--- config.mk ---
export PLATFORM = sky130hd
export DESIGN_NAME = reg_file_demux_flat
export DESIGN_NICKNAME = d
export VERILOG_FILES = /design/src/rtl/reg_file_demux_if.sv /design/src/rtl/reg_file_demux.sv /design/src/flat_wrapper.sv
export SDC_FILE = /design/constraint.sdc
export NUM_CORES = 1
export LEC_CHECK = 0
export CORE_MARGIN = 1.5
export CORE_UTILIZATION = 45
export CTS_BUF_LIST = sky130_fd_sc_hd__clkbuf_8
export DETAILED_ROUTE_END_ITERATION = 10
export PLACE_DENSITY = 0.66
export SETUP_SLACK_MARGIN = 0.2
export SLEW_MARGIN = 10
export SYNTH_ARGS = -nofsm -noshare
export SYNTH_HDL_FRONTEND = slang
export SYNTH_SLANG_ARGS = --single-unit
--- constraint.sdc ---
create_clock -name CLK -period 1.77 [get_ports CLK]
set_input_delay 0.2655 -clock CLK [delete_from_list [all_inputs] [get_ports CLK]]
set_output_delay 0.2655 -clock CLK [all_outputs]
set_load 0.05 [all_outputs]
--- src/rtl/reg_file_demux_if.sv ---
// Register-file bus: write side (1-to-8 demux input), two read ports and
// write-commit status.
interface reg_file_demux_if #(
   parameter int DATA_WIDTH = 8,
   parameter int ADDR_WIDTH = 3
);
   logic signed [DATA_WIDTH-1:0] IN;
   logic        [ADDR_WIDTH-1:0] INADDRESS;
   logic                         WRITE;
   logic                         BUSYWAIT;
   logic        [ADDR_WIDTH-1:0] OUT1ADDRESS;
   logic        [ADDR_WIDTH-1:0] OUT2ADDRESS;
   logic signed [DATA_WIDTH-1:0] OUT1;
   logic signed [DATA_WIDTH-1:0] OUT2;
   logic                         WRITE_DONE;
   logic        [ADDR_WIDTH-1:0] LAST_WADDR;

   modport master (
      output IN, INADDRESS, WRITE, BUSYWAIT, OUT1ADDRESS, OUT2ADDRESS,
      input  OUT1, OUT2, WRITE_DONE, LAST_WADDR
   );

   modport slave (
      input  IN, INADDRESS, WRITE, BUSYWAIT, OUT1ADDRESS, OUT2ADDRESS,
      output OUT1, OUT2, WRITE_DONE, LAST_WADDR
   );
endinterface

--- src/rtl/reg_file_demux.sv ---
// 8 x 8-bit register file: one demuxed write port, two combinational read
// ports, and a registered write-acknowledge pulse with last written address.
module reg_file_demux #(
   parameter int DATA_WIDTH = 8,
   parameter int ADDR_WIDTH = 3
) (
   input  logic             CLK,
   input  logic             RESET,
   reg_file_demux_if.slave  bus
);
   localparam int DEPTH = 2 ** ADDR_WIDTH;

   logic [DATA_WIDTH-1:0] regs [DEPTH];
   logic [DEPTH-1:0]      wr_sel;
   logic                  commit;

   assign commit = bus.WRITE & ~bus.BUSYWAIT;

   // One-hot decoder: an unknown enable can only reach the addressed register.
   for (genvar i = 0; i < DEPTH; i++) begin : g_dec
      assign wr_sel[i] = commit & (bus.INADDRESS == ADDR_WIDTH'(i));
   end

   always_ff @(posedge CLK or negedge RESET) begin
      if (!RESET) begin
         for (int i = 0; i < DEPTH; i++) regs[i] <= '0;
      end else begin
         for (int i = 0; i < DEPTH; i++)
            if (wr_sel[i]) regs[i] <= bus.IN;
      end
   end

   always_ff @(posedge CLK or negedge RESET) begin
      if (!RESET) begin
         bus.WRITE_DONE <= 1'b0;
         bus.LAST_WADDR <= '0;
      end else begin
         bus.WRITE_DONE <= commit;
         if (commit) bus.LAST_WADDR <= bus.INADDRESS;
      end
   end

   // No bypass: reads see the stored array only.
   assign bus.OUT1 = regs[bus.OUT1ADDRESS];
   assign bus.OUT2 = regs[bus.OUT2ADDRESS];
endmodule
--- src/flat_wrapper.sv ---
// flat-port wrapper written by rule: the top's interface ports become plain ports
module reg_file_demux_flat 
#(
   parameter int DATA_WIDTH = 8,
   parameter int ADDR_WIDTH = 3
)
  (CLK, RESET, bus_IN, bus_INADDRESS, bus_WRITE, bus_BUSYWAIT, bus_OUT1ADDRESS, bus_OUT2ADDRESS, bus_OUT1, bus_OUT2, bus_WRITE_DONE, bus_LAST_WADDR);
  reg_file_demux_if #(.DATA_WIDTH(DATA_WIDTH), .ADDR_WIDTH(ADDR_WIDTH)) bus_i ();
  input  logic CLK;
  input  logic RESET;
  input wire logic [$bits(bus_i.IN)-1:0] bus_IN;
  input wire logic [$bits(bus_i.INADDRESS)-1:0] bus_INADDRESS;
  input wire logic [$bits(bus_i.WRITE)-1:0] bus_WRITE;
  input wire logic [$bits(bus_i.BUSYWAIT)-1:0] bus_BUSYWAIT;
  input wire logic [$bits(bus_i.OUT1ADDRESS)-1:0] bus_OUT1ADDRESS;
  input wire logic [$bits(bus_i.OUT2ADDRESS)-1:0] bus_OUT2ADDRESS;
  output wire logic [$bits(bus_i.OUT1)-1:0] bus_OUT1;
  output wire logic [$bits(bus_i.OUT2)-1:0] bus_OUT2;
  output wire logic [$bits(bus_i.WRITE_DONE)-1:0] bus_WRITE_DONE;
  output wire logic [$bits(bus_i.LAST_WADDR)-1:0] bus_LAST_WADDR;
  assign bus_i.IN = bus_IN;
  assign bus_i.INADDRESS = bus_INADDRESS;
  assign bus_i.WRITE = bus_WRITE;
  assign bus_i.BUSYWAIT = bus_BUSYWAIT;
  assign bus_i.OUT1ADDRESS = bus_OUT1ADDRESS;
  assign bus_i.OUT2ADDRESS = bus_OUT2ADDRESS;
  assign bus_OUT1 = bus_i.OUT1;
  assign bus_OUT2 = bus_i.OUT2;
  assign bus_WRITE_DONE = bus_i.WRITE_DONE;
  assign bus_LAST_WADDR = bus_i.LAST_WADDR;
  reg_file_demux #(.DATA_WIDTH(DATA_WIDTH), .ADDR_WIDTH(ADDR_WIDTH)) u_core (.CLK(CLK), .RESET(RESET), .bus(bus_i));
endmodule
# Yosys cells after proc, flatten, opt, wreduce, memory -nomap -nowiden
# Cells that the tools add are included.
[op_classes]
reduce_logical = 1
n_bitwise = 12
order_cmp = 2
n_eq_ne = 7
mux = 6
[ops]
columns = ["op", "n"]
rows = [
  ["$bmux 8 s3", 2],
  ["$mux 8", 4],
  ["$eq 3x3->1 const B", 4],
  ["$and 1x1->1", 9],
  ["$ge 4x4->1 const B", 2],
  ["$not 3->4", 2],
  ["$eq 3x2->1 const B", 2],
  ["$eq 3x1->1 const B", 1],
  ["$logic_not 3->1", 1],
  ["$not 1->1", 1],
]
[totals]
elab_cells = 38
ff_bits = 68
input_bits = 21

# Depth between registers and ports, before layout
# Gate-level depths: netlist of run 1.
[logic_depth]
word_depth = 4
ltp_mapped = 5

# Least setup slack after synthesis of run 1
# OpenSTA, ideal clock, no wires.
[synth_timing]
kind = "input-to-output"
startpoint = "in bus_OUT1ADDRESS[0]"
endpoint = "out bus_OUT1[0]"
cell_stages = 4
path_buffers = 2
setup_slack_ps = 15
arrival_time_ps = 1489
cell_sequence = "buf_4 -> buf_6 -> mux4_2 -> mux2_2"
[synth_via]
elab_chain_len = 4
[synth_lines]
columns = ["element", "line_no", "source"]
rows = [
  ["start: declaration", "flat_wrapper.sv:15", "input wire logic [$bits(bus_i.OUT1ADDRESS)-1:0] bus_OUT1ADDRESS;"],
  ["$not 3->4 (implied by the code)", "reg_file_demux.sv:44", "assign bus.OUT1 = regs[bus.OUT1ADDRESS];"],
  ["$bmux 8 s3", "reg_file_demux.sv:44", ""],
  ["$mux 8 (implied by the code) (2 in a row)", "reg_file_demux.sv:44", ""],
  ["end: declaration", "flat_wrapper.sv:17", "output wire logic [$bits(bus_i.OUT1)-1:0] bus_OUT1;"],
]
# Every way passes these cells. The select of a mux whose other input is x is not followed.

# Worst setup path after layout of run 1
[layout_timing]
startpoint = "reg u_core.regs[17] in the netlist's numbering"
endpoint = "out bus_OUT1[1]"
[layout_via]
elab_chain_len = 3
[layout_lines]
columns = ["element", "line_no", "source"]
rows = [
  ["start: declaration", "reg_file_demux.sv:13", "logic [DATA_WIDTH-1:0] regs [DEPTH];"],
  ["start signal: indexed assignment", "reg_file_demux.sv:29", "if (wr_sel[i]) regs[i] <= bus.IN;"],
  ["$bmux 8 s3", "reg_file_demux.sv:44", ""],
  ["$mux 8 (implied by the code) (2 in a row)", "reg_file_demux.sv:44", ""],
]
# Every way passes these cells. The select of a mux whose other input is x is not followed.

==> impl_metrics.json, run 1 <==
{
  "cts_buffer_depth": 2,
  "crit_path_start_kind": "flop",
  "rr_endpoint": "u_core.regs[18]$_DFFE_PN0P_",
  "grt_overflow_total": 0,
  "hold_depth": 2,
  "r2r_slack_ps": 870,
  "yosysSeqAreaShare_pct": 47.8,
  "dpl-instance-area_um2": 4350,
  "end_kind": "output pin",
  "setup_ws_ps": -159,
  "synth_cell_type_count": 19,
  "finalSetupViolCount": 16,
  "grt_pass1_wl_um": 13700,
  "synth_xor_area_share_pct": 0,
  "drv_slew": 0,
  "first_global_vias": 2436,
  "worstRegToRegCells": 2,
  "dr.first_iter.drc_count": 99,
  "drt-pass1-iter-count": 4,
  "wirelength_um": 8380,
  "fp.dieArea_um2": 8450,
  "path_class": "reg -> out",
  "grt_busiest_layer": "met2",
  "antenna_found_initial": 0,
  "post-route-util_pct": 62.9,
  "num_vias": 2202,
  "drt_drc_violations_left": 0,
  "synth-seq-cells": 68,
  "timing.final.crit_period_ps": 1930,
  "rows": 32,
  "worstMarginPinSlew_ps": 496,
  "fin_crit_sh_pct": 109,
  "syn_area_per_cell_um2": 16.9,
  "avgRoutedWirePerCell_um": 21.4,
  "yosysWarnings": 0,
  "finalHoldViolCount": 0,
  "final_layout_size_suffix_gt1_share_pct": 66.9,
  "antenna_cells": 0,
  "drv_cap": 0,
  "area_growth_pct": 36.0,
  "use_met1_pct": 27.1,
  "worst_clock_skew_ps": 0,
  "synthMuxAreaShare_pct": 46.2,
  "final_cell_area_um2": 4840,
  "coreArea_um2": 7690,
  "max_slew_margin_pct": 67.1,
  "clk_pin_slew_ps": 70,
  "power.density_nw_per_um2": 1170,
  "grt_max_degree": 38,
  "fin_nets": 306,
  "port_buffers": 40,
  "cts_tree": "done",
  "status": "finished, violations left",
  "min_from": "bus_INADDRESS[1]",
  "htree_num_levels": 3,
  "tns_ps": -2210,
  "violations": "negative setup slack",
  "cts_made_buffers": 9,
  "synthSimpleGateAreaFrac_pct": 3.66,
  "layout.cells.non_filler": 392,
  "ir_worst_vdd_mv": 0.605,
  "io_pins": 41,
  "netlist_area_um2": 3560,
  "viasPerCell": 5.62,
  "synth_compound_area_share_pct": 0,
  "worstHoldEndpoint": "u_core.bus.LAST_WADDR[1]$_DFFE_PN0P_",
  "holdWs_ps": 344,
  "synth_nets": 232,
  "synth_top_family_by_area": "multiplexers",
  "finalPower_mw": 5.66,
  "die_height_um": 91.9,
  "cp_data_required_time_ps": 1500,
  "routabilityCongestion": 0.730,
  "cellLeakagePower_nw": 2.15,
  "met3_usage_pct": 5.06,
  "rsz0062_at_grt": "true",
  "dp_hpwl_um": 5470,
  "clkLatencyLatePin_ps": 340,
  "clock-sinks": 68,
  "hold_path_class": "in -> reg",
  "r2r-start": "u_core.regs[18]$_DFFE_PN0P_",
  "synthAdderAreaFrac_pct": 0,
  "crit_fanout": 3,
  "synthCells": 211,
  "met2_usage_pct": 40.1,
  "die_x_um": 91.9,
  "arrival_ps": 1660,
  "ant_nets": 0,
  "track_usage_pct": 22.4,
  "pre_cts_ws_ps": -485,
  "start_util_pct": 46.3,
  "fmax_mhz": 518,
  "cts_root_buf": "clkbuf_8",
  "place_inst": 368
}
==> final cells by class <==
class,instances,area [um2]
clock inverter,6,111
sequential,68,1700
timing repair buffer,76,900
clock buffer,10,138
tap,102,128
multi-input combinational,129,1860
inverter,1,3.75
fill,600,2850
==> synth_stat cells <==
cell	instances	share of area [%]
nand2_1	4	0.42
inv_1	1	0.11
nand3b_2	1	0.32
nor2_1	1	0.11
buf_1	2	0.21
dfrtp_1	68	48
clkbuf_1	2	0.21
nand2b_1	2	0.35
buf_4	2	0.42
nand3b_1	2	0.42
buf_2	3	0.42
nor3b_2	1	0.35
clkbuf_2	2	0.28
nor2_2	1	0.18
nor3_4	1	0.46
nor3b_4	2	1.1
mux4_2	32	20
buf_6	2	0.63
mux2_2	82	26
==> layer usage <==
| layer | up-vias | part of all wire, % |
|---|---|---|
| met4 | 0 | 1.2 |
| met5 | - | 0 |
| met3 | 8 | 2.8 |
| li1 | 980 | - |
| met1 | 1181 | 42 |
| met2 | 33 | 54 |
==> worst max-delay path by stage <==
stage / from / end / slack, ps / depth (start not counted)
2_1_floorplan: bus_OUT1ADDRESS[0] / bus_OUT1[5] / 150 / 4
3_3_place_gp: bus_OUT2ADDRESS[0] / bus_OUT2[1] / -470 / 5
3_5_place_dp: bus_OUT2ADDRESS[0] / bus_OUT2[1] / -490 / 5
4_1_cts: u_core.regs[17]$_DFFE_PN0P_ / bus_OUT1[1] / -170 / 3
5_1_grt: u_core.regs[4]$_DFFE_PN0P_ / bus_OUT2[4] / -220 / 3
6_report: u_core.regs[17]$_DFFE_PN0P_ / bus_OUT1[1] / -160 / 3
==> cell usage in the layout, fill, tap and decap left out <==
cell             netlist  final
dlygate4sd3_1          0      1
mux4_2                32     32
nand2b_1               2      1
buf_6                  2     17
nor2_1                 1      1
nand3b_4               0      1
clkinv_2               0      1
buf_2                  3      2
buf_12                 0     10
mux2_2                82     66
nor2_2                 1      1
clkinvlp_4             0      1
clkdlybuf4s50_1        0     12
nand3b_1               2      2
buf_4                  2     23
clkinv_4               0      1
dfrtp_1               68     68
clkdlybuf4s15_2        0      1
buf_16                 0      2
nor3b_4                2      3
bufbuf_16              0      2
dlymetal6s2s_1         0      3
nand2_1                4      4
dlygate4sd2_1          0      3
nor3_4                 1      1
clkbuf_8               0     10
nand2b_4               0      1
inv_1                  1      1
mux2_4                 0     16
bufinv_16              0      3
==> critical path, stage by stage, from the launching register on <==
cell and delay, ps:
dfrtp_1 400, mux4_2 480, mux2_4 290, buf_6 150
==> kinds of logic after synthesis <==
logic type / count (synthesis)
flops: 68
buf+inv: 14
simple gates: 15
mux: 114
==> timing repair <==
action,in CTS,in global routing
hold buffers,1,0
cloned,4,0
endpoints found under the hold margin,13,0
setup endpoints to repair,17,38
resized for setup,29,7
setup buffers,2,1
pin swaps,0,1
==> state kept, by name, indices dropped and copies added, names as in the netlist <==
signal,flops
u_core.regs,64
u_core.bus.WRITE_DONE,1
u_core.bus.LAST_WADDR,3
==> power breakdown <==
group,internal (mW),leakage [nW],switching (mW)
Sequential,1.91,0.834,0.255
Clock,0.974,0.122,0.598
Combinational,1.07,1.19,0.850
Total,3.95,2.15,1.70
No activity file was read; power rests on OpenSTA's default activity.
==> inputs of run 2 (changes only) <==
CELL_PAD_IN_SITES_DETAIL_PLACEMENT = 1   (was not set)
CELL_PAD_IN_SITES_GLOBAL_PLACEMENT = 1   (was not set)
DONT_BUFFER_PORTS = 1   (was not set)
PLACE_DENSITY = not set   (was 0.66)
PLACE_DENSITY_LB_ADDON = 0.1   (was not set)
==> run 2 against run 1 <==
- the run ends with negative hold slack, negative setup slack left
- clock-buffer cell count is 1 lower
- sequential share of layout area is 8.4 points higher
- clock power is 29% lower
- via count is 10% lower
- combinational power is 28% lower
- fmax is 3.0% higher
- worst hold slack worse by 730 ps
- register-to-register slack worse by 120 ps
- largest power group unchanged
==> impl_metrics.json, run 2 (same netlist as run 1, synthesis figures left out) <==
{
  "dp_hpwl_um": 5610,
  "drv_cap": 0,
  "port_buffers": 0,
  "ant_nets": 0,
  "holdWs_ps": -391,
  "avgRoutedWirePerCell_um": 25.8,
  "first_global_vias": 2281,
  "fp.dieArea_um2": 8450,
  "drt_drc_violations_left": 0,
  "ir_worst_vdd_mv": 0.567,
  "io_pins": 41,
  "register_area_um2": 1700,
  "final_cell_area_um2": 3900,
  "cts_resized": 0,
  "cts_made_buffers": 9,
  "status": "finished, violations left",
  "coreArea_um2": 7690,
  "fillers": 743,
  "htree_num_levels": 3,
  "setup_ws_ps": -103,
  "finalHoldViolCount": 68,
  "cts_root_buf": "clkbuf_8",
  "final_common_cell": "dfrtp_1",
  "fmax_mhz": 534,
  "rows": 32,
  "hold_path_class": "in -> async",
  "clock-sinks": 68,
  "power.density_nw_per_um2": 1210,
  "cts_tree": "done",
  "largest_register_ffs": 64,
  "drt-pass1-iter-count": 4,
  "wirelength_um": 8390,
  "cellLeakagePower_nw": 1.65,
  "cp_data_required_time_ps": 1500,
  "crit_fanout": 3,
  "regMostFlops": "u_core.regs",
  "worstMarginPinSlew_ps": 523,
  "clk_pin_slew_ps": 80,
  "track_usage_pct": 22.1,
  "most-common-layout-cells": "dfrtp_1 (68), mux2_2 (66), mux4_2 (32)",
  "arrival_ps": 1610,
  "finalPower_mw": 4.71,
  "timing.final.crit_period_ps": 1870,
  "violations": "negative hold slack, negative setup slack",
  "die_height_um": 91.9,
  "viasPerCell": 6.10,
  "max_slew_margin_pct": 65.0,
  "clkLatencyLatePin_ps": 340,
  "worstRegToRegCells": 1,
  "end_kind": "output pin",
  "drv_slew": 0,
  "biggestRegsByFlops": "u_core.regs: 64 flops, u_core.bus.LAST_WADDR: 3 flops, u_core.bus.WRITE_DONE: 1 flops",
  "antenna_found_initial": 0,
  "start_util_pct": 46.3,
  "path_class": "reg -> out",
  "grt_pass1_wl_um": 13400,
  "dpl-instance-area_um2": 3730,
  "crit_path_start_kind": "flop",
  "rsz0062_at_grt": "true",
  "grt_max_degree": 69,
  "dr.first_iter.drc_count": 96,
  "worst_clock_skew_ps": 0,
  "antenna_cells": 0,
  "grt_overflow_total": 0,
  "die_x_um": 91.9,
  "area_growth_pct": 9.71,
  "fin_nets": 239,
  "multiInputGateArea_um2": 1830,
  "fin_crit_sh_pct": 106,
  "num_vias": 1981,
  "cts_buffer_depth": 2,
  "final_layout_size_suffix_gt1_share_pct": 65.0,
  "routabilityCongestion": 0.686,
  "finalSetupViolCount": 16
}
==> run 2: worst max-delay path, stage by stage (launching register included) <==
cell,delay [ps]
dfrtp_1,400
mux4_2,490
mux2_4,360
==> run 2: final timing paths <==
path	end	start	slack, ps
max	bus_OUT2[1]	u_core.regs[1]$_DFFE_PN0P_	-100
min	u_core.regs[52]$_DFFE_PN0P_	RESET	-390
max reg2reg	u_core.bus.LAST_WADDR[1]$_DFFE_PN0P_	u_core.bus.LAST_WADDR[1]$_DFFE_PN0P_	750
min reg2reg	u_core.regs[7]$_DFFE_PN0P_	u_core.regs[7]$_DFFE_PN0P_	530
max in group asynchronous	u_core.regs[62]$_DFFE_PN0P_	RESET	2060
min in group CLK	u_core.bus.LAST_WADDR[0]$_DFFE_PN0P_	bus_INADDRESS[0]	60
==> run 2: where the power goes <==
part / switching [mW] / internal (mW)
clock: 0.612 / 0.499
combinational: 0.649 / 0.742
sequential: 0.303 / 1.91
==> run 2: cell type report <==
class                   count  share of cell area, %
well taps                 102                   3.27
clock buffers               9                   3.17
multi-input cells         129                   47.0
clock inverters             7                   1.12
inverters                   1                 0.0962
repair buffers              9                   1.73
flip-flops and latches     68                   43.6
==> run 2: timing repair <==
item / CTS / global route
setup endpoints to repair: 16 / 16
endpoints found under the hold margin: 68 / 68
setup buffers: 1 / 0
==> run 2: metal layers <==
layer | up-vias | routed length [um] | global-route usage (%)
met4 | 0 | 99 | 7.18
met3 | 7 | 290 | 5.39
met5 | - | 0 | 0
li1 | 838 | - | -
met1 | 1105 | 3520 | 27.7
met2 | 31 | 4480 | 37.6
==> run 2: through the flow <==
| stage | TNS [ps] | util (%) | setup WS, ps | instances |
|---|---|---|---|---|
| after floorplan | 0 | - | 152 | 211 |
| after global placement | 0 | 48.5 | 292 | 308 |
| after detailed placement | 0 | 48.5 | 257 | 308 |
| after CTS | -1600 | 50.8 | -125 | 325 |
| after global routing | -2090 | 50.8 | -152 | 325 |
| final | -1330 | 50.8 | -103 | 325 |
==> inputs of run 3 (changes only) <==
CORE_UTILIZATION = 30   (was 45)
==> run 3 against run 2 <==
- worst hold slack got worse by 18 ps
- setup slack lost 31 ps
- the flow still finishes with violations (negative hold slack, negative setup slack)
- largest power group unchanged
- critical path type unchanged
- fmax shrank 1.6%
- non-clock buffer count is 2 higher
- largest cell class unchanged
- clock power is 20% higher
==> impl_metrics.json, run 3 (same netlist as run 1, synthesis figures left out) <==
{
  "antenna_found_initial": 0,
  "max_slew_margin_pct": 67.1,
  "ir_worst_vdd_mv": 0.488,
  "fin_crit_sh_pct": 108,
  "antenna_cells": 0,
  "die_height_um": 112,
  "path_delay_family": "multiplexers",
  "grt_pass1_wl_um": 14400,
  "largest_register_ffs": 64,
  "r2r-start": "u_core.bus.LAST_WADDR[1]$_DFFE_PN0P_",
  "port_buffers": 0,
  "fillers": 1147,
  "fmax_mhz": 525,
  "viasPerCell": 5.32,
  "cp_slowest_cell": "mux4_2",
  "dr.first_iter.drc_count": 23,
  "drt_drc_violations_left": 0,
  "p_seq_share_pct": 44.8,
  "finalPower_mw": 4.93,
  "slowest_delay_ps": 510,
  "cts_root_buf": "clkbuf_8",
  "cp_data_required_time_ps": 1500,
  "p_sw_mw": 1.55,
  "rsz0062_at_grt": "true",
  "clk_pin_slew_ps": 80,
  "final_cell_area_um2": 4000,
  "regMostFlops": "u_core.regs",
  "status": "finished, violations left",
  "clkLatencyLatePin_ps": 350,
  "worstRegToRegCells": 1,
  "htree_num_levels": 3,
  "track_usage_pct": 15.7,
  "wirelength_um": 9100,
  "switching_share_pct": 31.5,
  "final_layout_size_suffix_gt1_share_pct": 64.9,
  "area_growth_pct": 12.6,
  "cell_internal_pwr_mw": 3.38,
  "setup_ws_ps": -134,
  "grt_max_degree": 69,
  "num_vias": 1958,
  "biggestRegsByFlops": "u_core.regs: 64 flops, u_core.bus.LAST_WADDR: 3 flops, u_core.bus.WRITE_DONE: 1 flops",
  "hold_path_class": "in -> async",
  "drv_cap": 0,
  "r2r_slack_ps": 730,
  "dp_hpwl_um": 5940,
  "comb_power_share_pct": 28.3,
  "rr_endpoint": "u_core.bus.LAST_WADDR[1]$_DFFE_PN0P_",
  "crit_chain": "mux4_2 > mux2_4",
  "cts_buffer_depth": 2,
  "drv_slew": 0,
  "io_pins": 41,
  "worst_clock_skew_ps": 0,
  "path_buf_inv": 0,
  "drt-pass1-iter-count": 4,
  "timing.final.crit_period_ps": 1900,
  "holdWs_ps": -409,
  "violations": "negative hold slack, negative setup slack",
  "finalHoldViolCount": 68,
  "fin_nets": 241,
  "avgRoutedWirePerCell_um": 24.7,
  "crit_path_start_kind": "flop",
  "rows": 39,
  "power.density_nw_per_um2": 1230,
  "cts_made_buffers": 9,
  "end_kind": "output pin",
  "dpl-instance-area_um2": 3780,
  "coreArea_um2": 11500,
  "clkPwrFrac_pct": 26.9,
  "start_util_pct": 31.0,
  "grt_overflow_total": 0,
  "final_common_cell": "dfrtp_1",
  "cts_tree": "done",
  "worstMarginPinSlew_ps": 493,
  "crit_fanout": 3,
  "routabilityCongestion": 0.683,
  "die_x_um": 112,
  "fp.dieArea_um2": 12500,
  "arrival_ps": 1640,
  "first_global_vias": 2320,
  "finalSetupViolCount": 16,
  "cellLeakagePower_nw": 1.68,
  "most-common-layout-cells": "dfrtp_1 (68), mux2_2 (66), mux4_2 (32)",
  "path_class": "reg -> out",
  "clock-sinks": 68,
  "ant_nets": 0
}
-- run 3: power groups by stage --
stage,registers (mW),clock network [mW],logic [mW]
floorplan,2.13,0,1.34
global placement,2.19,0,1.35
detailed placement,2.24,0,1.39
CTS,2.21,1.37,1.40
global route,2.26,1.43,1.47
finish,2.21,1.33,1.40
-- run 3: metal layers --
metal  wire length, um  track usage (%)
met5                 0                0
met4               114             4.30
met3               334             4.35
met2              4670             26.5
met1              3980             19.9
-- run 3: layout make-up --
cell class                      count  area (um2)  share of cell area [%]
Clock inverter                      5        51.3                    1.28
Sequential cell                    68        1700                    42.5
Timing Repair Buffer               11        82.6                    2.06
Inverter                            1        3.75                  0.0938
Clock buffer                       11         151                    3.78
Tap cell                          143         179                    4.47
Multi-Input combinational cell    129        1830                    45.8
-- run 3: worst max path at each step --
stage,startpoint,end,slack [ps],cells past startpoint
6_report,u_core.regs[22]$_DFFE_PN0P_,bus_OUT2[6],-130,2
5_1_grt,u_core.regs[22]$_DFFE_PN0P_,bus_OUT2[6],-180,2
4_1_cts,u_core.regs[21]$_DFFE_PN0P_,bus_OUT2[5],-150,2
3_5_place_dp,u_core.regs[19]$_DFFE_PN0P_,bus_OUT2[3],250,2
3_3_place_gp,u_core.regs[21]$_DFFE_PN0P_,bus_OUT2[5],270,2
2_1_floorplan,bus_OUT1ADDRESS[0],bus_OUT1[5],150,4
-- run 3: through the flow --
step	TNS (ps)	hold WS, ps	utilization (%)	instances	setup slack (ps)
2_1_floorplan	0	-30.1	-	211	152
3_3_place_gp	0	-27.7	33.0	349	267
3_5_place_dp	0	-28.3	33.0	349	248
4_1_cts	-2010	-426	34.8	366	-151
5_1_grt	-2460	-434	34.9	368	-181
6_report	-1620	-409	34.9	368	-134
-- run 3: repair_timing --
| item | 4_1_cts | 5_1_grt |
|---|---|---|
| buffers inserted | 1 | 2 |
| hold endpoints to repair | 68 | 68 |
| setup endpoints to repair | 16 | 16 |
| resized for setup | 0 | 0 |
==> patch, RTL diff (config.mk and constraints of run 2) <==
`DATA_WIDTH` is set to 8 in 3 places; all go to 12.
--- a/src/rtl/reg_file_demux_if.sv
+++ b/src/rtl/reg_file_demux_if.sv
@@ -1,7 +1,7 @@
 // Register-file bus: write side (1-to-8 demux input), two read ports and
 // write-commit status.
 interface reg_file_demux_if #(
-   parameter int DATA_WIDTH = 8,
+   parameter int DATA_WIDTH = 12,
    parameter int ADDR_WIDTH = 3
 );
    logic signed [DATA_WIDTH-1:0] IN;
--- a/src/rtl/reg_file_demux.sv
+++ b/src/rtl/reg_file_demux.sv
@@ -1,7 +1,7 @@
 // 8 x 8-bit register file: one demuxed write port, two combinational read
 // ports, and a registered write-acknowledge pulse with last written address.
 module reg_file_demux #(
-   parameter int DATA_WIDTH = 8,
+   parameter int DATA_WIDTH = 12,
    parameter int ADDR_WIDTH = 3
 ) (
    input  logic             CLK,
--- a/src/flat_wrapper.sv
+++ b/src/flat_wrapper.sv
@@ -1,7 +1,7 @@
 // flat-port wrapper written by rule: the top's interface ports become plain ports
 module reg_file_demux_flat 
 #(
-   parameter int DATA_WIDTH = 8,
+   parameter int DATA_WIDTH = 12,
    parameter int ADDR_WIDTH = 3
 )
   (CLK, RESET, bus_IN, bus_INADDRESS, bus_WRITE, bus_BUSYWAIT, bus_OUT1ADDRESS, bus_OUT2ADDRESS, bus_OUT1, bus_OUT2, bus_WRITE_DONE, bus_LAST_WADDR);
Interface: changed (resized bus_IN, bus_OUT1 and bus_OUT2); port bits go from 41 to 53. No check against the original RTL was run, so the function may have changed too.
==> patch against run 2 <==
  * The flow finishes with violations (design-rule violations, negative hold slack, negative setup slack)
  * Final area increased by 46%
  * Hold slack worse by 37 ps
  * Total power is 46% higher
  * Area after synthesis rose by 51%
  * Worst setup slack worse by 47 ps
  * Clock power up 38%
  * Cell count up 43%
  * Clock skew stayed put
  * Sequential cell count grew 32
  * Routed wire length grew 44%
  * Critical endpoint is now bus_OUT2[8]
  * Largest power group unchanged
  * Highest routed layer unchanged
==> patch: results (changes against run 2) <==
| Metric | Value |
|---|---|
| Total setup violations reported at the end of the flow | `24 (+8)` |
| Detailed Route Iter0 Violations | `115 (+20%)` |
| Run status | `finished, violations left` |
| First-pass GRT wire length | `18.8 mm (+41%)` |
| Worst-margin pin slew | `475 ps (-48.7 ps)` |
| Synthesized net count | `333 (+44%)` |
| Nets | `342 (+43%)` |
| Area contributors post-synth | `sky130_fd_sc_hd__dfrtp_1, sky130_fd_sc_hd__mux2_2, sky130_fd_sc_hd__mux4_1` |
| Setup ws final | `-150 ps (-47.0 ps)` |
| Share of cells above drive strength 1 | `0.649 (-0.00116)` |
| Maximum buffer depth of the clock tree | `2 (unchanged)` |
| Post-placement cell area | `0.00544 sq mm (+46%)` |
| Final worst hold slack | `-428 ps (-37.0 ps)` |
| Routed wirelength normalized by instance count | `26.1 um (+0.95%)` |
| Commonest cells in the netlist | `sky130_fd_sc_hd__mux2_2, sky130_fd_sc_hd__dfrtp_1, sky130_fd_sc_hd__mux4_1` |
| Placed Cells incl. Taps | `438 (+42%)` |
| Count of endpoints failing hold in the final timing report | `100 (+47%)` |
| Static Leak | `2.41 nW (+46%)` |
| Number of distinct library cells after synthesis | `16 (-3)` |
| Vias in the first global route | `3131 (+37%)` |
| Largest net degree at the start of global routing | `101 (+46%)` |
| Leading registers by flop count | `u_core.regs x96, u_core.bus.LAST_WADDR x3, u_core.bus.WRITE_DONE x1` |
| Amount of wire on met3 after detailed routing | `488 um (+68%)` |
| Final routed DRC violation total | `3 (+3)` |
| Fillers | `1087 (+46%)` |
| Violations in the final reports | `design-rule violations, negative hold slack, negative setup slack` |
| Detailed Routing Iterations Pass 1 | `9 (+5)` |
| Met1 routing resource usage after global routing | `0.285 (+0.00851)` |
| Switching share of power | `0.317 (-0.0144)` |
| Post-route non-filler standard cell count | `465 (+43%)` |
| Worst setup timing slack at the placement stage | `230 ps (-27.3 ps)` |
| CTS clock-pin slew for the worst setup and hold paths | `100 ps (+20 ps)` |
| Maximum vdd ir drop | `0.000498 V (-12%)` |
| Clock latency reported for the late side of the worst-skew pair | `360 ps (+20 ps)` |
| Met2 Wirelength | `5.90 mm (+32%)` |
| Last weighted congestion value of the routability-driven placer | `0.701 (+2.2%)` |
| Number of cells produced by synthesis | `308 (+46%)` |
| Met2 Use GR | `0.328 (-0.0479)` |
| Wire length on met1 | `5.53 mm (+57%)` |
| Sequential area share after synthesis | `0.466 (-0.0122)` |
| Signal arrival time at the worst endpoint | `1650 ps (+40 ps)` |
| Post-detailed-route via-to-cell ratio | `6.07 (-0.47%)` |
==> patch: layout make-up <==
type                       count  area [sq um]  area share
clock buffer                  11           151      0.0266
clock inverter                 5          50.0     0.00879
timing repair buffer          20           163      0.0286
sequential                   100          2500       0.439
tap                          143           179      0.0314
inverter                       1          3.75    0.000659
multi-input combinational    185          2650       0.465
==> patch: repair_timing <==
action	CTS	global route
endpoints found under the hold margin	100	100
endpoints found under the setup margin	24	24
gates resized for setup	8	0
setup buffers	6	5
==> patch: kinds of logic (layout without fill, tap and decap cells) <==
logic type,after synthesis,in the layout,share of synthesized area
buf+inv,23,37,0.0287
flops,100,100,0.466
mux,170,170,0.487
simple gates,15,15,0.0177
==> patch: power by group through the flow <==
stage / logic [W] / registers [W] / clock network [W]
CTS: 0.00211 / 0.00321 / 0.00157
floorplan: 0.00197 / 0.00311 / 0
global placement: 0.00201 / 0.00320 / 0
finish: 0.00212 / 0.00321 / 0.00153
global route: 0.00223 / 0.00329 / 0.00165
detailed placement: 0.00205 / 0.00325 / 0
==> patch: final timing paths <==
check	startpoint	end	slack, ps
max in group asynchronous	RESET	u_core.regs[81]	2070
min in group CLK	bus_IN[6]	u_core.regs[90]	30
worst min register to register	u_core.regs[41]	u_core.regs[41]	530
worst max-delay path	u_core.regs[32]	bus_OUT2[8]	-150
worst min-delay path	RESET	u_core.regs[90]	-430
worst max register to register	u_core.bus.LAST_WADDR[1]	u_core.bus.LAST_WADDR[1]	740
==> patch: stage by stage <==
stage | util | power [W] | TNS (ps)
2_1_floorplan | - | 0.00509 | 0
3_3_place_gp | 0.472 | 0.00521 | 0
6_report | 0.494 | 0.00687 | -2800
3_5_place_dp | 0.472 | 0.00530 | 0
4_1_cts | 0.491 | 0.00689 | -3230
5_1_grt | 0.494 | 0.00717 | -3710
